$ cat src/rtl/transmit_if.sv
// Byte handshake between the host-side producer and the serial transmitter.
// The producer drives data_in/data_valid; the transmitter answers with ready.
interface transmit_if;
   logic [7:0] data_in;
   logic       data_valid;
   logic       ready;

   modport master (output data_in, output data_valid, input ready);
   modport slave  (input data_in, input data_valid, output ready);
endinterface

$ cat src/rtl/transmit.sv
// 1-start / 8-data (MSB first) / 1-stop serial transmitter fed by a small byte FIFO.
// Frames may run back-to-back: the next byte is popped on the last stop-bit cycle.
module transmit #(
   parameter int CLKS_PER_BIT = 1,
   parameter int FIFO_DEPTH   = 4
) (
   input  logic        clk,
   input  logic        rst,
   transmit_if.slave   bus,
   output logic        txd,
   output logic        busy,
   output logic        word_sent,
   output logic        overflow
);
   localparam int AW = $clog2(FIFO_DEPTH);
   localparam int TW = (CLKS_PER_BIT > 1) ? $clog2(CLKS_PER_BIT) : 1;

   typedef enum logic [1:0] {IDLE, START, DATA, STOP} state_t;

   state_t          state_reg;
   logic [7:0]      mem [FIFO_DEPTH];
   logic [AW-1:0]   wr_ptr_reg;
   logic [AW-1:0]   rd_ptr_reg;
   logic [AW:0]     count_reg;
   logic [7:0]      shift_reg;
   logic [TW-1:0]   timer_reg;
   logic [2:0]      bit_reg;
   logic            push;
   logic            pop;
   logic            bit_done;

   assign bus.ready = (count_reg < (AW+1)'(FIFO_DEPTH));
   assign push      = bus.data_valid && bus.ready;
   assign bit_done  = (timer_reg == TW'(CLKS_PER_BIT - 1));
   // The shifter only loads from IDLE or at the very end of a stop bit.
   assign pop       = (count_reg != '0) &&
                      ((state_reg == IDLE) || ((state_reg == STOP) && bit_done));
   assign busy      = (state_reg != IDLE);

   always_ff @(posedge clk) begin
      if (push) begin
         mem[wr_ptr_reg] <= bus.data_in;
      end
   end

   always_ff @(posedge clk) begin
      if (rst) begin
         state_reg  <= IDLE;
         txd        <= 1'b1;
         word_sent  <= 1'b0;
         overflow   <= 1'b0;
         wr_ptr_reg <= '0;
         rd_ptr_reg <= '0;
         count_reg  <= '0;
         shift_reg  <= '0;
         timer_reg  <= '0;
         bit_reg    <= '0;
      end else begin
         word_sent <= 1'b0;
         if (bus.data_valid && !bus.ready) begin
            overflow <= 1'b1;
         end
         if (push) begin
            wr_ptr_reg <= wr_ptr_reg + AW'(1);
         end
         if (pop) begin
            rd_ptr_reg <= rd_ptr_reg + AW'(1);
            shift_reg  <= mem[rd_ptr_reg];
         end
         case ({push, pop})
            2'b10:   count_reg <= count_reg + (AW+1)'(1);
            2'b01:   count_reg <= count_reg - (AW+1)'(1);
            default: count_reg <= count_reg;
         endcase

         case (state_reg)
            IDLE: begin
               txd       <= 1'b1;
               timer_reg <= '0;
               if (pop) begin
                  txd       <= 1'b0;
                  state_reg <= START;
               end
            end
            START: begin
               if (bit_done) begin
                  timer_reg <= '0;
                  bit_reg   <= '0;
                  txd       <= shift_reg[7];
                  state_reg <= DATA;
               end else begin
                  timer_reg <= timer_reg + TW'(1);
               end
            end
            DATA: begin
               if (bit_done) begin
                  timer_reg <= '0;
                  if (bit_reg == 3'd7) begin
                     txd       <= 1'b1;
                     state_reg <= STOP;
                  end else begin
                     shift_reg <= {shift_reg[6:0], 1'b0};
                     txd       <= shift_reg[6];
                     bit_reg   <= bit_reg + 3'd1;
                  end
               end else begin
                  timer_reg <= timer_reg + TW'(1);
               end
            end
            STOP: begin
               if (bit_done) begin
                  timer_reg <= '0;
                  word_sent <= 1'b1;
                  if (pop) begin
                     txd       <= 1'b0;
                     state_reg <= START;
                  end else begin
                     txd       <= 1'b1;
                     state_reg <= IDLE;
                  end
               end else begin
                  timer_reg <= timer_reg + TW'(1);
               end
            end
            default: begin
               txd       <= 1'b1;
               state_reg <= IDLE;
            end
         endcase
      end
   end
endmodule

$ cat src/flat_wrapper.sv
// flat-port wrapper written by rule: the top's interface ports become plain ports
module transmit_flat 
#(
   parameter int CLKS_PER_BIT = 1,
   parameter int FIFO_DEPTH   = 4
)
  (clk, rst, txd, busy, word_sent, overflow, bus_data_in, bus_data_valid, bus_ready);
  transmit_if bus_i ();
  input  logic clk;
  input  logic rst;
  output logic txd;
  output logic busy;
  output logic word_sent;
  output logic overflow;
  input wire logic [$bits(bus_i.data_in)-1:0] bus_data_in;
  input wire logic [$bits(bus_i.data_valid)-1:0] bus_data_valid;
  output wire logic [$bits(bus_i.ready)-1:0] bus_ready;
  assign bus_i.data_in = bus_data_in;
  assign bus_i.data_valid = bus_data_valid;
  assign bus_ready = bus_i.ready;
  transmit #(.CLKS_PER_BIT(CLKS_PER_BIT), .FIFO_DEPTH(FIFO_DEPTH)) u_core (.clk(clk), .rst(rst), .bus(bus_i), .txd(txd), .busy(busy), .word_sent(word_sent), .overflow(overflow));
endmodule
$ cat config.mk
export PLATFORM = sky130hd
export DESIGN_NAME = transmit_flat
export DESIGN_NICKNAME = d
export VERILOG_FILES = /design/src/rtl/transmit_if.sv /design/src/rtl/transmit.sv /design/src/flat_wrapper.sv
export SDC_FILE = /design/constraint.sdc
export NUM_CORES = 1
export LEC_CHECK = 0
export CAP_MARGIN = 0
export CORE_UTILIZATION = 25
export DETAILED_ROUTE_END_ITERATION = 7
export PLACE_DENSITY_LB_ADDON = 0.15
export SLEW_MARGIN = 20
export SYNTH_ARGS = -nofsm -noshare
export SYNTH_HDL_FRONTEND = slang
export SYNTH_SLANG_ARGS = --single-unit
$ cat constraint.sdc
create_clock -name clk -period 2.5 [get_ports clk]
set_clock_uncertainty 0.2 [all_clocks]
set_input_delay 0.25 -clock clk [delete_from_list [all_inputs] [get_ports clk]]
set_output_delay 0.25 -clock clk [all_outputs]
set_load 0.01 [all_outputs]
======== Yosys cells after proc, flatten, opt, wreduce, memory -nomap -nowiden ========
Memories as Yosys holds them, arrays and structs flattened. A register that Yosys moved wholly into a read port is not among the register bits.
Cells that the tools add are included.
cells by class
  equality and inequality tests ........... 12
  add/subtract/negate cells ............... 6
  $lt $le $gt $ge ......................... 1
  multiplexer cells ....................... 29
  reduce and logical (&&, ||, !) cells .... 16
  bitwise gates (word level) .............. 2
operators by type and width
  cell                                                                     number
  8-bit two-way mux                                                        4
  2-bit two-way mux                                                        7
  3-bit case mux with 2 select lines                                       2
  1-bit two-way mux                                                        10
  3-bit two-way mux                                                        3
  2-bit inequality test, second input constant                             4
  2-bit case mux with 4 select lines                                       1
  3-bit by 1-bit adder with 3-bit output, second input constant            2
  2-bit == test, second input constant                                     3
  2-bit nonzero test                                                       3
  5-bit AND reduction                                                      1
  2-bit by 1-bit adder with 2-bit output, second input constant            2
  2-bit by 1-bit == test with 1-bit output, second input constant          2
  1-bit logical AND                                                        4
  2-bit by 1-bit inequality test with 1-bit output, second input constant  2
  1-bit case mux with 4 select lines                                       1
  4-bit AND reduction                                                      1
  3-bit == test, second input constant                                     1
  3-bit < comparator, second input constant                                1
  3-bit AND reduction                                                      1
  3-bit nonzero test                                                       1
  3-bit OR reduction                                                       1
  3-bit by 1-bit subtractor with 3-bit output, second input constant       1
  2-bit logical NOT                                                        1
  other kinds (6)                                                          7
word-level totals
  memories kept ........................... 1
  output and inout port bits .............. 5
  bits in writable memories ............... 32
  bits in registers ....................... 24
  logic and storage cells ................. 77
memory list
  name        depth  width  rd ports  clocked after memory_dff  wr ports  line            text
  u_core.mem  4      8      1         1                         1         transmit.sv:21  logic [7:0] mem [FIFO_DEPTH];

======== Depth between registers and ports, before layout ========
Gate-level depths: netlist of the first run.
  depth after elaboration ................. 8
  depth in mapped cells ................... 9

======== Least setup slack after synthesis of the first run ========
OpenSTA, ideal clock, no wires.
  kind .................................... register -> register
  from .................................... reg u_core.state_reg[0]
  to ...................................... reg u_core.count_reg[2]
  slack ................................... 0.014 ns
  data required time ...................... 2.229 ns
  period minus slack after synthesis ...... 2.486 ns
  arrival time ............................ 2.215 ns
  cell stages (with the launch flop) ...... 10
  cells stage by stage .................... dfxtp_1 inv_1 ha_1 nor2_1 ha_1 inv_1 fa_1 xor2_1 or3_1 a21oi_1
between the ends
  cells in the longest elaborated chain, start to end .. 6
  elaborated cells between the ends (all ways) .. 9
RTL lines
  item                                                                              line            text
  from (decl)                                                                       transmit.sv:20  state_t state_reg;
  from (signal assigned)                                                            transmit.sv:48  state_reg <= IDLE;
  from (signal assigned)                                                            transmit.sv:82  state_reg <= START;
  from (signal assigned)                                                            transmit.sv:90  state_reg <= DATA;
  2-bit == test                                                                     transmit.sv:37  ((state_reg == IDLE) || ((state_reg == STOP) && bit_done));
  1-bit logical AND                                                                 transmit.sv:37
  1-bit logical OR (*)                                                              transmit.sv:37
  1-bit logical AND (*)                                                             transmit.sv:36  assign pop = (count_reg != '0) &&
  2-bit by 1-bit == test with 1-bit output / 2-bit == test (equally long branches)  transmit.sv:70  case ({push, pop})
  3-bit case mux with 2 select lines / 2-bit nonzero test (equally long branches)   -
  to (signal assigned)                                                              transmit.sv:71  2'b10: count_reg <= count_reg + (AW+1)'(1);
  to (signal assigned)                                                              transmit.sv:72  2'b01: count_reg <= count_reg - (AW+1)'(1);
  to (signal assigned)                                                              transmit.sv:73  default: count_reg <= count_reg;
  to (decl)                                                                         transmit.sv:24  logic [AW:0] count_reg;
Every way passes the cells marked *; elsewhere a longest branch is shown, timed or not.
A chain may end at the register's enable or synchronous reset.

======== Worst setup path in the final report of the first run ========
Ends and elaborated chain as after synthesis.

==> impl_metrics.toml, run 1 <==
[cts]
cts_root_buf = "clkbuf_8"
h-tree-depth = 3
clockBufferDepth = 2
numCtsBuffers = 9
cts_tree = "built"
hold_buffers = 0
cts.sinks = 57
cts_resized = 0
clock_latency_ps = 340
clk_pin_slew_ps = 80
post-cts-setup-buffers = 0

[cells_and_area]
utilization = 0.316
n_antenna_cell = 0
largest_reg_flops = 32
final_layout_size_suffix_gt1_frac = 0.178
nets = 238
syn_to_final_growth_pct = 21.3
n_fill_cell = 935

[route]
via_count = 1485
ant_nets = 0
drt_iter0_drc = 44
first_pass_iters = 4
drcViolationCount = 0
drt-total-wl_um = 4730
avgRoutedWirePerCell_um = 13.6
vias_per_cell = 4.27

[setup_path]
required_ps = 2570
start_kind = "register"
crit_type = "register to register"
worst_setup_path_end_kind = "register"
crit_path_max_fanout = 2
crit_chain = "inv_1 > ha_1 > nor2_2 > ha_2 > inv_1 > fa_1 > xor2_1 > or3_1 > a21oi_1"
cpMaxStageDelayCell = "fa_1"
cpLargestDelayFamily = "adder cells"
critical_path.max_stage_delay_ps = 430
arrival_ps = 2440
path_common_cell = "inv_1"
critPathBufInv = 2

[outcome]
status = "finished clean"

[synth]
ys_top_cells_by_area = "edfxtp_1 40%, dfxtp_1 21%, mux4_2 7.4%"
syn_area_per_cell_um2 = 12.8
ys_seq_elements = 57
synth_top_area_cell = "edfxtp_1"
yosysWarningCount = 0
syn_area_um2 = 2430
syn_inst = 189
synth.top_cell.area_share = 0.396
synth.distinct_cells = 33
ys_seq_area_frac = 0.602
syn-num-nets = 213

[floorplanning]
die_h_um = 101
rows = 35
dieArea_um2 = 10100
fp.dieW_um = 101
start_util = 0.260
pin_count = 16
core_area_um2 = 9330

[global_routing]
grt_first_pass_wirelength_um = 7680
grt_max_degree = 22
overflow = 0
antenna_found_initial = 0
grt_pass1_vias = 1531
grt_usage = 0.106

[timing]
layout_setup_ws_ps = 129
max_clock_freq_mhz = 422
drv_slew = 0
setup-violations-final = 0
hold_violations = 0
timing.hold.ws_ps = 274
tns_ps = 0
rsz0062_at_grt = "false"
timing.final.crit_period_ps = 2370
max_slew_margin = 0.487
min_period_over_period = 0.949
worst_pin_slew_ps = 770

[power_and_ir_drop]
switchingPower_uw = 1060
vdd_drop_max_v = 0.000243
powerDensity_nw_per_um2 = 1040
power.leakage_uw = 0.00102
switching_share = 0.347
p_int_uw = 2000
p_comb_frac = 0.330
sequentialPowerShare = 0.417
p_clk_frac = 0.253

[placed_design]
dp_hpwl_um = 3190
port_buffers = 15
routabilityCongestion = 0.696
pre_cts_ws_ps = 75.3

[worst_hold_path]
hold_path_class = "register to register"

[run]
maxCapViolCount = 0
## worst paths after layout
path / slack, ps / from / to / cells past startpoint
max: 130 / u_core.state_reg[0] / u_core.count_reg[2] / 9
max reg2reg: 130 / u_core.state_reg[0] / u_core.count_reg[2] / 9
min: 270 / u_core.bit_reg[2] / u_core.bit_reg[2] / 2
min reg2reg: 270 / u_core.bit_reg[2] / u_core.bit_reg[2] / 2
## power by group through the flow
| stage | registers [µW] | logic [µW] | clock network, µW |
|---|---|---|---|
| floorplan | 1250 | 720 | 0 |
| global placement | 1290 | 1010 | 0 |
| detailed placement | 1300 | 1010 | 0 |
| CTS | 1280 | 1020 | 804 |
| global route | 1300 | 1140 | 841 |
| finish | 1270 | 1010 | 774 |
## cells by family after synthesis
logic type | after synthesis | share of synthesized area
flops | 57 | 0.602
simple gates | 48 | 0.101
compound gates | 36 | 0.0964
xor+xnor | 3 | 0.0108
buf+inv | 23 | 0.0412
fa+ha+maj | 13 | 0.0701
mux | 9 | 0.0783
## per-layer routing
layer | share of wire | routed length (µm) | vias up | track usage
met3 | 0.032 | 151 | 9 | 0.0270
met2 | 0.48 | 2280 | 20 | 0.164
met5 | 0 | 0 | - | 0
li1 | - | - | 747 | -
met4 | 0.027 | 126 | 0 | 0.0803
met1 | 0.46 | 2170 | 709 | 0.126
## cell usage after synthesis
| master | number |
|---|---|
| xnor2_1 | 1 |
| nor2_1 | 15 |
| o21ai_0 | 11 |
| a21oi_1 | 11 |
| a31o_1 | 1 |
| clkinv_1 | 1 |
| ha_1 | 12 |
| xor2_1 | 2 |
| clkbuf_1 | 7 |
| a311oi_1 | 8 |
| nand2_1 | 3 |
| a311oi_2 | 1 |
| nor2b_1 | 3 |
| mux2i_1 | 1 |
| inv_1 | 11 |
| buf_6 | 1 |
| a21o_1 | 1 |
| o21bai_1 | 1 |
| and3_1 | 1 |
| dfxtp_1 | 25 |
| nand2b_1 | 3 |
| or3_1 | 3 |
| nor3_1 | 2 |
| a211oi_1 | 2 |
| or4b_4 | 1 |
| or2_2 | 1 |
| nand3_1 | 12 |
| and2_1 | 4 |
| buf_4 | 1 |
| edfxtp_1 | 32 |
| mux4_2 | 8 |
| fa_1 | 1 |
| clkbuf_2 | 2 |
## cell type report
class                           instances  area, µm²  area share
Sequential cell                        57       1460       0.496
Multi-Input combinational cell        109        871       0.296
Timing Repair Buffer                   25        225      0.0765
Tap cell                              129        161      0.0548
Clock buffer                            9        124      0.0421
Clock inverter                          7       57.6      0.0195
Inverter                               12       45.0      0.0153
## worst reg2reg max path, cell delays in order (launching register included)
cell and delay [ps]:
dfxtp_1 340, inv_1 50, ha_1 310, nor2_2 120, ha_2 200, inv_1 60, fa_1 430, xor2_1 150
or3_1 300, a21oi_1 130
## stage by stage
step	std cells	power, µW	cell area, µm²
detailed placement	332	2310	2760
floorplan	189	1970	2430
global placement	332	2310	2760
finish	348	3060	2950
CTS	348	3100	2940
global route	348	3270	2950
## placed cells by master (no fill, tap or decap), types with 4 or more instances in the layout
cell type,Yosys,routed
nor2_1,15,14
clkbuf_8,0,9
a21oi_1,11,11
inv_1,11,11
clkdlybuf4s50_1,0,15
mux4_2,8,8
o21ai_0,11,11
nand3_1,12,12
and2_1,4,4
clkinv_4,0,4
buf_4,1,10
dfxtp_1,25,25
ha_1,12,11
edfxtp_1,32,32
a311oi_1,8,8
No activity file was read; power rests on OpenSTA's default activity.
==> run 2, diff against run 1 <==
PLACE_DENSITY_LB_ADDON = unset   (was 0.15)
clock period = 2.9 ns   (was 2.5 ns; I/O delays follow)
==> run 2 against run 1 <==
Cell count down 2.3%. Total power down 13%. Fmax down 11%. Non-clock buffer count down 7. Via count up 0.74%. Die area unchanged. Routed wire length down 9.6%. Clock-buffer cell count unchanged. Utilization down 0.34 points. Critical path type unchanged. Critical endpoint unchanged. Largest power group unchanged.
==> impl_metrics.toml, run 2 (same netlist as run 1, synthesis figures left out) <==
[floorplanning]
rows = 35
dieArea_um2 = 10100
pin_count = 16
fp.dieW_um = 101
start_util = 0.260
core_area_um2 = 9330
die_h_um = 101

[cells_and_area]
final_cell_mix = "32 x edfxtp_1, 25 x dfxtp_1, 15 x nor2_1, 15 x clkdlybuf4s50_1"
final_layout_size_suffix_gt1_frac = 0.133
design_area_um2 = 2910
largest_reg_flops = 32
nets = 231
final_common_cell = "edfxtp_1"
syn_to_final_growth_pct = 20.1
n_antenna_cell = 0

[worst_hold_path]
min-delay-start = "u_core.overflow"
hold_path_class = "register to register"
worstHoldPathCells = 2
holdPathEnd = "u_core.overflow"

[cts]
numCtsBuffers = 9
cts_root_buf = "clkbuf_8"
hold_buffers = 0
cts.sinks = 57
clock_latency_ps = 330
cts_resized = 0
post-cts-setup-buffers = 0
clk_pin_slew_ps = 60
clockBufferDepth = 2
h-tree-depth = 3
cts_tree = "built"

[placed_design]
pre_cts_ws_ps = 265
dpl_cell_area_um2 = 2710
port_buffers = 15
dp_hpwl_um = 2860
routabilityCongestion = 0.685

[power_and_ir_drop]
powerDensity_nw_per_um2 = 918
total_power_uw = 2670
vdd_drop_max_v = 0.000288
power.leakage_uw = 0.00101

[timing]
timing.hold.ws_ps = 276
max_clock_freq_mhz = 375
max_slew_margin = 0.532
setup-violations-final = 0
tns_ps = 0
rsz0062_at_grt = "false"
hold_violations = 0
min_period_over_period = 0.919
layout_setup_ws_ps = 236
worst_pin_slew_ps = 702
timing.final.crit_period_ps = 2660
drv_slew = 0

[setup_path]
crit_type = "register to register"
arrival_ps = 2720
required_ps = 2960
crit_path_max_fanout = 5
start_kind = "register"
rrSetupSlack_ps = 240
r2r_start = "u_core.state_reg[0]"
r2r_end = "u_core.count_reg[2]"
worst_setup_path_end_kind = "register"
r2r_cells = 9
crit_start = "u_core.state_reg[0]"

[route]
via_count = 1496
vias_per_cell = 4.40
first_pass_iters = 4
drcViolationCount = 0
avgRoutedWirePerCell_um = 12.6
drt_iter0_drc = 110
drt-total-wl_um = 4270
ant_nets = 0

[global_routing]
antenna_found_initial = 0
grt_usage = 0.0942
overflow = 0
grt_pass1_vias = 1428
grt_max_degree = 21
grt_first_pass_wirelength_um = 7050

[outcome]
status = "finished clean"

[run]
maxCapViolCount = 0
[run 2: changes by cell type in the layout (fill, tap and decap cells not counted)]
cell        previous run  this run
ha_1                  11        12
clkinv_4               4         0
ha_2                   1         0
clkinv_2               0         1
nor2_1                14        15
bufinv_16              0         2
clkinv_1               1         2
clkinvlp_4             3         2
buf_4                 10         3
nor2_2                 1         0
[run 2: critical path: stages (launching register included)]
cell     delay (ps)
dfxtp_1         410
inv_1           120
ha_1            320
nor2_1          220
ha_1            230
inv_1            70
fa_1            430
xor2_1          160
or3_1           310
a21oi_1         140
[run 2: routing by layer]
layer | track usage | part of all wire | vias up
li1 | - | - | 727
met1 | 0.112 | 0.46 | 733
met2 | 0.154 | 0.49 | 28
met3 | 0.0340 | 0.036 | 8
met4 | 0.0401 | 0.018 | 0
met5 | 0 | 0 | -
[run 2: area by class of cell]
| type | instances | area [µm²] |
|---|---|---|
| Sequential cell | 57 | 1460 |
| Fill cell | 944 | 6410 |
| Timing Repair Buffer | 18 | 173 |
| Multi-Input combinational cell | 109 | 866 |
| Clock inverter | 6 | 83.8 |
| Tap cell | 129 | 161 |
| Inverter | 12 | 45.0 |
| Clock buffer | 9 | 124 |
[run 2: worst max-delay path by stage]
| stage | to | depth (start not counted) |
|---|---|---|
| floorplan | u_core.count_reg[2] | 9 |
| global placement | u_core.count_reg[2] | 9 |
| detailed placement | u_core.count_reg[2] | 9 |
| CTS | u_core.count_reg[2] | 9 |
| global route | u_core.count_reg[2] | 9 |
| finish | u_core.count_reg[2] | 9 |
[run 2: stage by stage]
step / util / cells
final: 0.312 / 340
after global routing: 0.312 / 340
after CTS: 0.312 / 340
after detailed placement: 0.290 / 325
after global placement: 0.290 / 325
after floorplan: - / 189
[run 2: report_power, final]
group / internal (µW) / switching [µW]
Clock: 474 / 313
Combinational: 352 / 427
Sequential: 1000 / 105
Total: 1830 / 845
==> run 3, diff against run 2 <==
ABC_CLOCK_PERIOD_IN_PS = 2900   (was unset)
HOLD_SLACK_MARGIN = 0.03   (was unset)
==> results of run 3 <==
Same layout as run 2: the final DEF is identical, and so are final timing and power.
